===== src/rtl/vga_timing_gen.sv =====
// VGA timing generator: derives a half-rate pixel tick from the system clock,
// runs horizontal/vertical position counters, and produces zero-skew active-low
// sync pulses, a display-enable flag and a one-clock frame-start strobe.
module vga_timing_gen #(
  parameter int H_DISPLAY = 640,
  parameter int H_FRONT   = 16,
  parameter int H_SYNC    = 96,
  parameter int H_BACK    = 48,
  parameter int V_DISPLAY = 480,
  parameter int V_FRONT   = 10,
  parameter int V_SYNC    = 2,
  parameter int V_BACK    = 33
) (
  input  logic       clk,
  input  logic       reset,
  output logic       hsync,
  output logic       vsync,
  output logic       video_on,
  output logic       p_tick,
  output logic [9:0] x,
  output logic [9:0] y,
  output logic       frame_start
);

  localparam int H_TOTAL = H_DISPLAY + H_FRONT + H_SYNC + H_BACK;
  localparam int V_TOTAL = V_DISPLAY + V_FRONT + V_SYNC + V_BACK;

  localparam logic [9:0] H_LAST     = 10'(H_TOTAL - 1);
  localparam logic [9:0] V_LAST     = 10'(V_TOTAL - 1);
  localparam logic [9:0] H_VIS      = 10'(H_DISPLAY);
  localparam logic [9:0] V_VIS      = 10'(V_DISPLAY);
  localparam logic [9:0] HS_FIRST   = 10'(H_DISPLAY + H_FRONT);
  localparam logic [9:0] HS_LAST    = 10'(H_DISPLAY + H_FRONT + H_SYNC - 1);
  localparam logic [9:0] VS_FIRST   = 10'(V_DISPLAY + V_FRONT);
  localparam logic [9:0] VS_LAST    = 10'(V_DISPLAY + V_FRONT + V_SYNC - 1);

  logic       mod2_q, mod2_d;
  logic [9:0] h_cnt_q, h_cnt_d;
  logic [9:0] v_cnt_q, v_cnt_d;
  logic       hsync_q, hsync_d;
  logic       vsync_q, vsync_d;
  logic       frame_start_q, frame_start_d;
  logic       h_at_end;
  logic       v_at_end;

  // Next-state logic: counters step on the pixel tick; sync flags are decoded
  // from the next counter values so the registered syncs line up with x/y.
  always_comb begin
    mod2_d   = ~mod2_q;
    h_cnt_d  = h_cnt_q;
    v_cnt_d  = v_cnt_q;
    // ">=" also catches any out-of-range value and folds it back to 0
    h_at_end = (h_cnt_q >= H_LAST);
    v_at_end = (v_cnt_q >= V_LAST);
    if (mod2_q) begin
      h_cnt_d = h_at_end ? 10'd0 : h_cnt_q + 10'd1;
      if (h_at_end) begin
        v_cnt_d = v_at_end ? 10'd0 : v_cnt_q + 10'd1;
      end
    end
    hsync_d       = !((h_cnt_d >= HS_FIRST) && (h_cnt_d <= HS_LAST));
    vsync_d       = !((v_cnt_d >= VS_FIRST) && (v_cnt_d <= VS_LAST));
    frame_start_d = mod2_q && h_at_end && v_at_end;
  end

  // State registers with asynchronous active-high reset.
  always_ff @(posedge clk or posedge reset) begin
    if (reset) begin
      mod2_q        <= 1'b0;
      h_cnt_q       <= 10'd0;
      v_cnt_q       <= 10'd0;
      hsync_q       <= 1'b1;
      vsync_q       <= 1'b1;
      frame_start_q <= 1'b0;
    end else begin
      mod2_q        <= mod2_d;
      h_cnt_q       <= h_cnt_d;
      v_cnt_q       <= v_cnt_d;
      hsync_q       <= hsync_d;
      vsync_q       <= vsync_d;
      frame_start_q <= frame_start_d;
    end
  end

  assign p_tick      = mod2_q;
  assign x           = h_cnt_q;
  assign y           = v_cnt_q;
  assign hsync       = hsync_q;
  assign vsync       = vsync_q;
  assign frame_start = frame_start_q;
  assign video_on    = (h_cnt_q < H_VIS) && (v_cnt_q < V_VIS);

endmodule


===== config.mk =====
export PLATFORM = sky130hd
export DESIGN_NAME = vga_timing_gen
export DESIGN_NICKNAME = d
export VERILOG_FILES = /design/src/rtl/vga_timing_gen.sv
export SDC_FILE = /design/constraint.sdc
export NUM_CORES = 1
export LEC_CHECK = 0
export BUFFER_PORTS_ARGS = -buffer_cell sky130_fd_sc_hd__buf_4
export CAP_MARGIN = 20
export CORE_ASPECT_RATIO = 1.1
export CORE_MARGIN = 10
export CORE_UTILIZATION = 47
export DETAILED_ROUTE_END_ITERATION = 10
export PLACE_DENSITY = 0.71
export SLEW_MARGIN = 10
export SYNTH_ARGS = -nofsm -noshare
export SYNTH_HDL_FRONTEND = slang
export SYNTH_SLANG_ARGS = --single-unit

===== constraint.sdc =====
create_clock -name clk -period 3.5 [get_ports clk]
set_clock_uncertainty 0.15 [all_clocks]
set_input_delay 0.35 -clock clk [delete_from_list [all_inputs] [get_ports clk]]
set_output_delay 0.35 -clock clk [all_outputs]
set_load 0.05 [all_outputs]

* Yosys cells after proc, flatten, opt, wreduce, memory -nomap -nowiden
Index checks and enable logic that the tools add are counted.
** Word-level totals
- ROM bits :: 0
- Memories :: 0
- Logic and storage cells :: 29
- Bits in writable memories :: 0
- Bits in latches :: 0
- Output and inout bits :: 25
- Bits in registers :: 24
** Operators by class
- $mul :: 0
- Divide/modulo/power cells :: 0
- Order comparisons :: 8
- Shift-type cells :: 0
- $add $sub $neg :: 2
- Muxes and demuxes :: 5
- Equality and inequality tests :: 0
- Bitwise logic cells :: 1
- Reductions and logical operators :: 7
** Operators with widths (number)
- $mux W10 :: 5
- $ge A10 B10 Y1 const B :: 3
- $add A10 B1 Y10 const B :: 2
- $ge A10 B9 Y1 const B :: 1
- $le A10 B10 Y1 const B :: 1
- $le A10 B9 Y1 const B :: 1
- $lt A10 B10 Y1 const B :: 1
- $lt A10 B9 Y1 const B :: 1
- $logic_and A1 B1 Y1 :: 5
- $logic_not A1 Y1 :: 2
- $not A1 Y1 :: 1

* Logic depth before layout (Yosys ltp)
- Depth after elaboration :: 7
- Mapped depth :: 7
- Mapped depth without buffers :: 6

* Worst setup path before layout
No wires, ideal clock.
- Path type :: reg2out
- Start :: reg v_cnt_q[5] (netlist: y[5])
- End :: out video_on
- Arrival time :: 2.144 ns
- Setup slack :: 0.856 ns
- Stages on the path, launching flop included :: 3
- Data required time :: 3.000 ns
- Buffers on the path :: 0
- Cells stage by stage :: dfrtp_1 -> and3_2 -> a211oi_1
** On the way
- Cells in the longest elaborated chain, start to end :: 2
** RTL lines
- from (decl) :: RTL line 39 : logic [9:0] v_cnt_q, v_cnt_d;
- from (signal assigned) :: RTL line 78 : v_cnt_q <= v_cnt_d;
- $lt A10 B9 Y1 :: RTL line 91 : assign video_on = (h_cnt_q < H_VIS) && (v_cnt_q < V_VIS);
- $logic_and A1 B1 Y1 :: RTL line 91
- to (decl) :: RTL line 18 : output logic video_on,
Every way passes these cells.

* Final worst setup path
- Start :: reg v_cnt_q[8] (netlist: y[8])
- End :: reg vsync_q (netlist: vsync)
** On the way
- Cells in the longest elaborated chain, start to end :: 7
- Elaborated cells between the ends (all ways) :: 9
- Classes of those cells :: 1 x add/sub; 3 x order compare; 3 x mux; 2 x reduce/logical
** RTL lines
- $add A10 B1 Y10 / $ge A10 B10 Y1 (equally long branches) :: RTL line 58, 54
- $mux W10 :: RTL line 58 : v_cnt_d = v_at_end ? 10'd0 : v_cnt_q + 10'd1;
- $mux W10 :: RTL line 57 : if (h_at_end) begin
- $mux W10 (*) :: RTL line 55 : if (mod2_q) begin
- $ge A10 B9 Y1 / $le A10 B9 Y1 (equally long branches) :: RTL line 62 : vsync_d = !((v_cnt_d >= VS_FIRST) && (v_cnt_d <= VS_LAST));
- $logic_and A1 B1 Y1 (*) :: RTL line 62
- $logic_not A1 Y1 (*) :: RTL line 62
- net vsync_d :: RTL line 41 : logic vsync_q, vsync_d;
- to (signal assigned) :: RTL line 80 : vsync_q <= vsync_d;
- to (decl) :: RTL line 41
Mark *: on every way through the listed nets, which the timed path passes. The rest lies on a longest branch.

==> out/qor.yml <==
drv_cap: 0
ant_nets: 0
drt-total-wl_um: 3470
syn_nets: 155
fp.dieW_um: 71.6
tritoncts: "yes"
grt_util_all_layers_pct: 12.3
io_pins: 27
use_met1_pct: 16.0
antenna_found_initial: 0
synth_cell_types: 49
crit_path_start_kind: "flip-flop"
crit_family: "compound AO/OA/AOI/OAI gates"
final_core_util_pct: 59.1
layout_common_cells: "buf_4, dfrtp_1, nand2_1"
grt_pass1_vias: 1218
grt_max_degree: 25
critPathLaunch: "y[8]$_DFF_PP0_"
core_area_um2: 2780
syn_area_um2: 1380
firstDrtPassIters: 4
gp_congestion: 0.888
period_share_pct: 70.2
setup_viol: 0
multi_input_comb_area_um2: 727
crit_type: "flip-flop to flip-flop"
grt-busiest-layer: "met2"
ff_latch_area_um2: 603
cts.sinks: 24
p_leak_nw: 0.716
cts_root_buffer: "clkbuf_4"
max_freq_mhz: 407
crit_buf_inv: 0
met2_usage_pct: 17.6
endpoint: "vsync$_DFF_PP1_"
rr_endpoint: "vsync$_DFF_PP1_"
synth-edff-count: 0
clk_pin_slew_worst_paths_ps: 130
end_kind: "flip-flop"
synth-seq-area-share_pct: 43.8
critPathArrivalTime_ps: 2550
post_drt_wl_per_cell_um: 16.5
cp.required_ps: 3600
fin_crit_ps: 2460
ys_warn_count: 0
slew_headroom_pct: 38.0
vias: 1264
layout-drive-gt1-share_pct: 24.3
grt_first_pass_wirelength_um: 5760
ir_drop_mv: 0.158
async_reset_ff_share_pct: 100
setup_tns_ps: 0
syn_area_per_cell_um2: 9.18
ff2ff_setup_slack_ps: 1040
cts_resized: 0
fill_cells: 238
ys_seq_elements: 24
die_h_um: 76.8
viasPerCell: 6.02
cts_buffers: 3
clk_latency_ps: 320
drtIter0Drc: 106
io_buffers: 26
r2r_cells: 5
slew_viol_final: 0
gr-total-overflow: 0
crit_fanout: 8
ys.flop_type: "dfrtp_1"
final_common_cell: "buf_4"
synthToLayoutAreaGrowth_pct: 19.2
place_area_um2: 1600
die_area_um2: 5500
power_mw: 0.431
syn_inst: 150
critical-path-max-stage-delay_ps: 580
num_antenna_cells: 0
hold_path.class: "input port to asynchronous set/reset pin"
power_density_nw_per_um2: 263
post-cts-setup-buffers: 0
fin_area_um2: 1640
use_met3_pct: 4.12
rsz0062_at_grt: "false"
row_count: 20
initial_core_util_pct: 49.5
outcome: "finished, final reports clean"
drc_errors: 0
cts_buffer_depth: 2
tightest_slew_ps: 929
layout.nets: 183
slowest_stage: "or4_4"
cts.htree.levels: 1
cp_cell_sequence: "or4_4 > o31ai_2 > o211ai_1 > a32oi_1 > nand4_1"
rr_startpoint: "y[8]$_DFF_PP0_"
hold_violations: 0
postCtsHoldBufs: 0
hpwl_um: 2560
path_depth: 5
==> worst register-to-register path, cell delays in order, from the launching register on <==
cell,delay [ps]
dfrtp_1,480
or4_4,580
o31ai_2,540
o211ai_1,240
a32oi_1,290
nand4_1,120
==> area by class of cell <==
type                    instances  share of cell area (%)
repair buffers                 27                    12.4
clock buffers                   4                    2.21
well taps                      33                    2.52
flip-flops and latches         24                    36.8
inverters                       8                    1.83
multi-input cells             114                    44.3
==> logic make-up (layout without fill, tap and decap cells) <==
| kind of cell | Yosys count | count (layout) | synth area share, % |
|---|---|---|---|
| compound gates | 39 | 39 | 20.5 |
| xor+xnor | 3 | 3 | 1.91 |
| fa+ha+maj | 3 | 3 | 2.73 |
| buf+inv | 12 | 39 | 3.36 |
| flops | 24 | 24 | 43.8 |
| mux | 3 | 3 | 2.27 |
| simple gates | 66 | 66 | 25.5 |
==> per-stage QoR <==
stage | setup slack (ps) | hold slack [ps] | instances
after floorplan | 856 | 213 | 150
after global placement | 1130 | 388 | 206
after detailed placement | 1120 | 402 | 206
after CTS | 1090 | 94.0 | 210
after global routing | 914 | 133 | 210
final | 1040 | 74.7 | 210
==> state kept, by name, indices dropped and copies added (netlist names) <==
register,count
x,10
vsync,1
frame_start,1
p_tick,1
y,10
hsync,1
==> synth_stat cells, types with 3 or more instances <==
library cell	number	area share (%)
dfrtp_1	22	40
nand2_1	17	4.6
nand3_1	11	4.0
o21ai_0	11	4.0
nor2_1	10	2.7
inv_1	8	2.2
a21oi_1	6	2.2
nand4_1	5	2.3
a211oi_1	3	1.6
and3_1	3	1.4
clkbuf_1	3	0.82
ha_1	3	2.7
==> routing by layer <==
layer / wire [um] / part of all wire (%)
met1: 1540 / 44
met2: 1590 / 46
met3: 265 / 7.6
met4: 72 / 2.1
met5: 0 / 0
==> worst min path at each step <==
stage                         from                    end  slack (ps)  depth (start not counted)
floorplan                    reset  frame_start$_DFF_PP0_         210                          1
global placement    x[1]$_DFF_PP0_         x[1]$_DFF_PP0_         390                          1
detailed placement  x[1]$_DFF_PP0_         x[1]$_DFF_PP0_         400                          1
CTS                          reset         y[0]$_DFF_PP0_          90                          2
global route                 reset         y[0]$_DFF_PP0_         130                          2
finish                       reset         y[7]$_DFF_PP0_          70                          2
==> power breakdown <==
part	switching, mW	total [mW]	leakage, nW	internal, mW
Clock	0.0838	0.147	0.0210	0.0636
Combinational	0.00542	0.00618	0.381	0.000753
Sequential	0	0.277	0.314	0.277
Power figures use the tool's default switching activity.
